--- src/rtl/winner_select_window.sv ---
// winner_select_window: windowed spike counting, sequential argmax with valid/ready result, winner-gated spike output
module winner_select_window #(
  parameter int NUM_NODES = 10,
  parameter int CNT_W     = 16,
  parameter int WIN_LEN   = 64,
  localparam int IDX_W    = $clog2(NUM_NODES),
  localparam int STEP_W   = $clog2(WIN_LEN + 1)
) (
  input  logic                 clk_i,
  input  logic                 rst_i,
  input  logic                 step_i,
  input  logic [NUM_NODES-1:0] nodes_i,
  input  logic                 clear_i,
  output logic                 busy_o,
  output logic                 winner_valid_o,
  input  logic                 winner_ready_i,
  output logic [IDX_W-1:0]     winner_idx_o,
  output logic [CNT_W-1:0]     winner_cnt_o,
  output logic                 winner_none_o,
  output logic                 spike_o
);
  typedef enum logic [1:0] {COUNT, SCAN, DONE} state_t;
  state_t state, state_nx;
  logic [CNT_W-1:0]  cnt [NUM_NODES];
  logic [STEP_W-1:0] step_cnt;
  logic [IDX_W-1:0]  scan_idx, best_idx, last_winner;
  logic [CNT_W-1:0]  best_cnt;
  logic              have_winner, last_step, last_scan;
  assign last_step = step_i && !clear_i && step_cnt == STEP_W'(WIN_LEN - 1);
  assign last_scan = scan_idx == IDX_W'(NUM_NODES - 1);
  always_ff @(posedge clk_i) begin
    if (rst_i) state <= COUNT;
    else       state <= state_nx;
  end
  always_comb begin
    state_nx = (state == COUNT && last_step)      ? SCAN  :
               (state == SCAN  && last_scan)      ? DONE  :
               (state == DONE  && winner_ready_i) ? COUNT : state;
  end
  always_comb begin
    busy_o         = state != COUNT;
    winner_valid_o = state == DONE;
    winner_none_o  = state == DONE && best_cnt == '0;
    winner_idx_o   = best_idx;
    winner_cnt_o   = best_cnt;
  end
  always_ff @(posedge clk_i) begin
    if (rst_i) begin
      for (int i = 0; i < NUM_NODES; i++) cnt[i] <= '0;
      step_cnt    <= '0;
      scan_idx    <= '0;
      best_idx    <= '0;
      best_cnt    <= '0;
      last_winner <= '0;
      have_winner <= 1'b0;
      spike_o     <= 1'b0;
    end else begin
      // the gate uses the winner in force before any accept in this same cycle
      spike_o <= step_i && (have_winner ? nodes_i[last_winner] : |nodes_i);
      case (state)
        COUNT: begin
          if (clear_i) begin
            for (int i = 0; i < NUM_NODES; i++) cnt[i] <= '0;
            step_cnt <= '0;
          end else if (step_i) begin
            for (int i = 0; i < NUM_NODES; i++)
              cnt[i] <= &cnt[i] ? cnt[i] : cnt[i] + CNT_W'(nodes_i[i]);
            step_cnt <= last_step ? '0 : step_cnt + STEP_W'(1);
            if (last_step) begin
              scan_idx <= '0;
              best_idx <= '0;
              best_cnt <= '0;
            end
          end
        end
        SCAN: begin
          if (cnt[scan_idx] > best_cnt) begin
            best_cnt <= cnt[scan_idx];
            best_idx <= scan_idx;
          end
          scan_idx <= scan_idx + IDX_W'(1);
          if (last_scan)
            for (int i = 0; i < NUM_NODES; i++) cnt[i] <= '0;
        end
        DONE: begin
          if (winner_ready_i) begin
            last_winner <= best_idx;
            have_winner <= best_cnt != '0;
          end
        end
        default: ;
      endcase
    end
  end
endmodule

--- config.mk ---
export PLATFORM = sky130hd
export DESIGN_NAME = winner_select_window
export DESIGN_NICKNAME = d
export VERILOG_FILES = /design/src/rtl/winner_select_window.sv
export SDC_FILE = /design/constraint.sdc
export NUM_CORES = 1
export LEC_CHECK = 0
export ABC_AREA = 1
export BUFFER_PORTS_ARGS = -buffer_cell sky130_fd_sc_hd__buf_4
export CAP_MARGIN = 20
export CORE_ASPECT_RATIO = 1.1
export CORE_MARGIN = 2
export CORE_UTILIZATION = 60
export CTS_CLUSTER_SIZE = 8
export DETAILED_ROUTE_END_ITERATION = 16
export PLACE_DENSITY = 0.77
export SYNTH_ARGS = -nofsm -noshare
export SYNTH_HDL_FRONTEND = slang
export SYNTH_SLANG_ARGS = --single-unit
--- constraint.sdc ---
create_clock -name clk_i -period 3.6 [get_ports clk_i]
set_input_delay 0.18 -clock clk_i [delete_from_list [all_inputs] [get_ports clk_i]]
set_output_delay 0.18 -clock clk_i [all_outputs]
set_load 0.005 [all_outputs]
## Word level (Yosys, flattened, before mapping)

Memories as Yosys holds them, arrays and structs flattened. A register that Yosys moved wholly into a read port is not among the register bits.
Index checks and enable logic that the tools add are counted.

| word-level totals | value |
|---|---|
| flip-flop bits (word level) | 39 |
| RAM bits | 160 |
| output and inout port bits | 24 |
| memories kept | 1 |

| cells by class | value |
|---|---|
| add/subtract/negate cells | 12 |
| $lt $le $gt $ge | 2 |
| equal/unequal tests | 8 |
| mux-type cells | 77 |
| bitwise operators | 30 |
| reduce and logical (&&, ||, !) cells | 32 |

Memory list:

| name | words | width | rd ports | clocked after memory_dff | wr ports | line | text |
|---|---|---|---|---|---|---|---|
| cnt | 10 | 16 | 11 | 1 | 10 | 24 | `logic [CNT_W-1:0] cnt [NUM_NODES];` |

Operators with widths:

| cell | count |
|---|---|
| $mux W16 | 44 |
| $add A16 B1 Y16 | 10 |
| $reduce_and A16 Y1 | 10 |
| $pmux W16 S2 | 1 |
| $or A1 B1 Y1 | 30 |
| $mux W4 | 6 |
| $mux W7 | 3 |
| $mux W1 | 18 |
| $gt A16 B16 Y1 | 1 |
| $logic_not A16 Y1 | 1 |
| $pmux W4 S2 | 2 |
| $reduce_bool A16 Y1 | 1 |
| $reduce_or A10 Y1 | 1 |
| $reduce_bool A2 Y1 | 4 |
| $add A7 B1 Y7 const B | 1 |
| $eq A7 B6 Y1 const B | 1 |
| $logic_and A1 B1 Y1 | 7 |
| $ne A2 B2 Y1 const B | 3 |
| $lt A4 B5 Y1 const B | 1 |
| $reduce_and A5 Y1 | 1 |
| $add A4 B1 Y4 const B | 1 |
| $bmux W1 S4 | 1 |
| $eq A4 B4 Y1 const B | 1 |
| $mux W2 | 2 |
| 9 further kinds | 10 |

## Logic depth before layout (Yosys ltp)

| logic depth | value |
|---|---|
| word-level depth | 9 |
| depth in mapped cells | 24 |
| depth with buffers taken out | 21 |

## Worst setup path before layout

Ideal clock, no wire load.

| path | value |
|---|---|
| kind | reg-to-reg |
| start point | register with a tool-made name |
| end point | register best_cnt[10], in the netlist winner_cnt_o[10] |
| data arrival time | 2119 ps |
| required time | 3485 ps |
| path slack | 1366 ps |
| stages on the path, launching flop included | 19 |
| period minus slack after synthesis | 2234 ps |
| cells stage by stage | dfxtp_1 > buf_2 > buf_2 > nand2_1 > nand3_1 > nand3_1 > nand3_1 > nand2_1 > ha_1 > nand2_1 > nor2_1 > nand4_1 > nor2_1 > nor2_1 > nand2_1 > buf_2 > nand3_1 > nand2_1 > nor2_1 |

RTL lines:

| element | line | text |
|---|---|---|
| to (signal assigned) | 78 | `best_cnt <= cnt[scan_idx];` |
| to (decl) | 27 | `logic [CNT_W-1:0] best_cnt;` |

==> impl_summary.log <==
INFO  metric syn-instance-count = 1,720
INFO  metric power_frac_clock = 45.2%
INFO  metric final-setup-viol-count = 0
INFO  metric clock_sink_count = 203
INFO  metric switching_share = 24.3%
INFO  metric dr.pass1.iters = 6
INFO  metric cp_cell_sequence = buf_12 -> or2_2 -> nand3_1 -> nand3_1 -> nand3_1 -> nand2_1 -> ha_1 -> nand2_1 -> nor2_1 -> nand4_1 -> nor2_1 -> nor2_1 -> nand2_1 -> buf_12 -> nand3_1 -> nand2_1 -> nor2_1
INFO  metric mappedNetlistNets = 1,774
INFO  metric mappedNetlistArea = 12,900 um^2
INFO  metric critPathLaunchType = flip-flop
INFO  metric clockBufferDepth = 3
INFO  metric flow.area_growth_from_synthesis = 10.6%
INFO  metric critical_path_at = 3.49 ns
INFO  metric detailed_place.area = 13,500 um^2
INFO  metric pwr-share-comb = 6.3%
INFO  metric critPathSlowestCell = dfxtp_2
INFO  metric slew_headroom = 43.6%
INFO  metric route.detailed.vias_per_inst = 5.78
INFO  metric setup_repair_after_global_routing_missed_its_margin = false
INFO  metric cellLeakagePower = 5.63 nW
INFO  metric holdCritPathClass = primary input to flip-flop
INFO  metric synth-edff-count = 160
INFO  metric synth_top_family_by_area = simple AND/OR/NAND/NOR gates
INFO  metric design.die.area = 22,700 um^2
INFO  metric grt_remaining_overflow = 0
INFO  metric synth.area.mux_share = 0%
INFO  metric floorplan.die.width = 144 um
INFO  metric outcome = completed
INFO  metric drc_errors = 0
INFO  metric yosysUniqueCellTypes = 43
INFO  metric skew = 0.0316 ns
INFO  metric critical_hold_path_startpoint = nodes_i[4]
INFO  metric worst_ir_drop_vdd = 0.348 mV
INFO  metric crit_path_leading_delay_family = simple AND/OR/NAND/NOR gates
INFO  metric diodes = 0
INFO  metric place.port_buffers = 38
INFO  metric synth_xor_area_share = 1.90%
INFO  metric postCtsSetupRepairBufs = 0
INFO  metric fin_setup_tns = 0 ns
INFO  metric postSynth.topFlopCell = edfxtp_1
INFO  metric post-route-period-util = 84.9%
INFO  metric chipHeight = 158 um
INFO  metric ff2ff_path_depth = 17
INFO  metric yosysWarningCount = 0
INFO  metric initial_cell_density_of_the_core = 60.9%
INFO  metric timing.critical_path.buf_inv = 2
INFO  metric max_cap_viol_count = 0
INFO  metric power.switching = 0.00135 W
INFO  metric ff2ff_setup_slack = 0.54 ns
INFO  metric finalWirelength = 34,900 um
INFO  metric min_delay_path_depth = 5
INFO  metric min_period = 3.06 ns
INFO  metric worstReg2RegEnd = winner_cnt_o[0]$_SDFFE_PP0P_
INFO  metric path_class = flip-flop to flip-flop
INFO  metric final-max-slew-violation-count = 0
INFO  metric finalInstanceArea = 14,300 um^2
INFO  metric gp_routability_congestion = 0.997
INFO  metric adder_and_majority_gate_portion_of_the_synthesized_area = 3.77%
INFO  metric first_global_vias = 11,000
INFO  metric finalNetCount = 1,804
INFO  metric critical_path_depth_in_cells = 17
INFO  metric timing.fmax = 0.327 GHz
INFO  metric post_synth.cell_area_avg = 7.52 um^2
INFO  metric pin_count = 39
INFO  metric crit_path_max_fanout = 84
INFO  metric dp.final_hpwl = 25,600 um
INFO  metric worstSetupEndpointType = flip-flop
INFO  metric cts_tree = done
INFO  metric power.internal = 0.00422 W
INFO  metric clock_latency = 0.55 ns
INFO  metric wl_per_cell = 16.9 um
INFO  metric drtIter0Drc = 1,283
INFO  metric ctsRootBufferMaster = clkbuf_16
INFO  metric grtUsageTotal = 31.1%
INFO  metric report.final.hold_viol_count = 0
INFO  metric synth-seq-area-share = 43.8%
INFO  metric std_cell_rows = 56
INFO  metric vias = 11,900
INFO  metric tightestPinTransition = 0.834 ns
INFO  metric cts_made_buffers = 29
INFO  metric antenna_found_initial = 0
INFO  metric drive_gt1_share = 7.51%
INFO  metric async_set_or_reset_flop_fraction_in_the_synthesized_netlist = 0%
INFO  metric sequentialPowerShare = 48.4%
INFO  metric floorplan.core_area = 21,200 um^2
INFO  metric hold-path-endpoint = spike_o$_SDFF_PP0_
INFO  metric yosys_reg_bits = 203
INFO  metric path_clk_slew = 0.06 ns
INFO  metric cpPeakStageDelay = 0.33 ns
INFO  metric yosys.area_share.simple = 29.8%
INFO  metric grt_pass1_wl = 56,000 um
INFO  metric largest_net_degree_at_the_start_of_global_routing = 85
INFO  metric cts.repair.resized = 0
INFO  metric drtAntennaViolNets = 0
INFO  metric required = 4.04 ns
INFO  metric power_per_cell_area = 390 nW/um^2
INFO  metric synth_compound_gate_area_share = 10.6%
INFO  metric htreeDepth = 1
cell usage in the layout (no fill, tap or decap), types with 2 or more instances in the layout:
cell type      netlist  layout
a211oi_1             2       2
a21oi_1            139     139
a31oi_1              6       6
a41oi_1              4       4
buf_12               0       3
buf_4                2      57
clkbuf_1            19      22
clkbuf_16            0      29
dfxtp_1             43      42
dlygate4sd3_1        0       2
edfxtp_1           160     160
ha_1                39      39
inv_1              254     254
inv_2                4       3
nand2_1            357     357
nand3_1            184     184
nand3_2              3       3
nand4_1             22      22
nor2_1             185     185
nor2_2              16      16
nor2_4               2       2
nor3_1              64      64
nor3_2               5       5
nor3b_1              5       5
nor3b_2              3       3
nor4_1              17      17
o211ai_1             6       6
o21a_1               5       5
o21ai_0             73      73
o21ai_1             12      12
o221ai_1             2       2
o22ai_1              4       4
or2_2                5       5
xnor2_1              3       3
xor2_1              25      25
power groups by stage:
| stage | clock network (W) | registers (W) | logic (W) |
|---|---|---|---|
| finish | 0.00252 | 0.00270 | 0.000354 |
| global route | 0.00262 | 0.00271 | 0.000396 |
| CTS | 0.00254 | 0.00270 | 0.000349 |
| detailed placement | 0 | 0.00274 | 0.000343 |
| global placement | 0 | 0.00274 | 0.000338 |
| floorplan | 0 | 0.00271 | 0.000236 |
area by class of cell:
cell class / instances / area [um^2]
fillers: 1801 / 6930
inverters: 258 / 970
flip-flops and latches: 203 / 5670
well taps: 290 / 363
clock inverters: 2 / 16.3
repair buffers: 62 / 508
clock buffers: 51 / 808
multi-input cells: 1196 / 5970
stage by stage:
step / hold WS [ns] / power (W) / instances / utilization [%] / worst slack, ns
2_1_floorplan: 0.321 / 0.00295 / 1720 / - / 1.37
5_1_grt: 0.109 / 0.00573 / 2062 / 67.4 / 0.357
6_report: 0.0883 / 0.00558 / 2062 / 67.4 / 0.543
3_5_place_dp: 0.456 / 0.00308 / 2007 / 63.4 / 0.677
4_1_cts: 0.0714 / 0.00558 / 2062 / 67.4 / 0.637
3_3_place_gp: 0.453 / 0.00308 / 2007 / 63.4 / 0.667
flip-flops by register name, indices dropped and copies added (netlist names), named ones only:
| signal | flops |
|---|---|
| cnt | 160 |
| winner_idx_o | 4 |
| last_winner | 4 |
| spike_o | 1 |
| step_cnt | 7 |
| winner_cnt_o | 16 |
| have_winner | 1 |
| state | 2 |
| scan_idx | 4 |
what timing repair did:
action                                 in CTS  in global routing
endpoints found under the hold margin       8                  0
setup endpoints to repair                   0                  0
hold buffers                                2                  0
routing by layer:
metal / vias up / share of wire (%) / track usage [%]
met3: 84 / 8.1 / 3.87
met4: 0 / 3.7 / 11.2
li1: 5815 / - / -
met5: - / 0 / 0
met1: 5477 / 41 / 42.2
met2: 538 / 47 / 51.4
synthesized netlist by cell type, drive strengths merged (6+ instances only):
| master | instances | area (um^2) |
|---|---|---|
| clkbuf | 19 | 71.3 |
| ha | 39 | 488 |
| xor2 | 25 | 219 |
| a21oi | 139 | 696 |
| a31oi | 6 | 37.5 |
| o21ai | 85 | 425 |
| buf | 44 | 259 |
| inv | 258 | 968 |
| nor3 | 69 | 370 |
| nand4 | 23 | 150 |
| nor2 | 203 | 817 |
| dfxtp | 43 | 861 |
| nor3b | 8 | 75.1 |
| edfxtp | 160 | 4800 |
| nand3 | 187 | 951 |
| nand2 | 358 | 1350 |
| nor4 | 18 | 119 |
| o211ai | 6 | 45.0 |
worst max-delay path by stage:
stage,startpoint,endpoint,slack [ns]
after floorplan,flip-flop,winner_cnt_o[10]$_SDFFE_PP0P_,1.37
after global placement,flip-flop,winner_cnt_o[9]$_SDFFE_PP0P_,0.67
after detailed placement,flip-flop,winner_idx_o[1]$_SDFFE_PP0P_,0.68
after CTS,flip-flop,winner_cnt_o[0]$_SDFFE_PP0P_,0.64
after global routing,flip-flop,winner_idx_o[2]$_SDFFE_PP0P_,0.36
final,flip-flop,winner_cnt_o[0]$_SDFFE_PP0P_,0.54
worst reg2reg max path, cell delays in order (launching register included):
cell	delay [ns]
dfxtp_2	0.33
buf_12	0.22
or2_2	0.33
nand3_1	0.09
nand3_1	0.15
nand3_1	0.15
nand2_1	0.07
ha_1	0.32
nand2_1	0.08
nor2_1	0.18
nand4_1	0.14
nor2_1	0.11
nor2_1	0.04
nand2_1	0.27
buf_12	0.23
nand3_1	0.10
nand2_1	0.09
nor2_1	0.04
kinds of logic (layout without fill, tap and decap cells):
kind of cell,after synthesis,in the layout
buffers and inverters,321,373
AO/OA/AOI/OAI,258,258
AND/OR/NAND/NOR,871,871
flip-flops,203,203
XOR/XNOR,28,28
adder cells (fa/ha/maj),39,39
No activity file was read; power rests on OpenSTA's default activity.
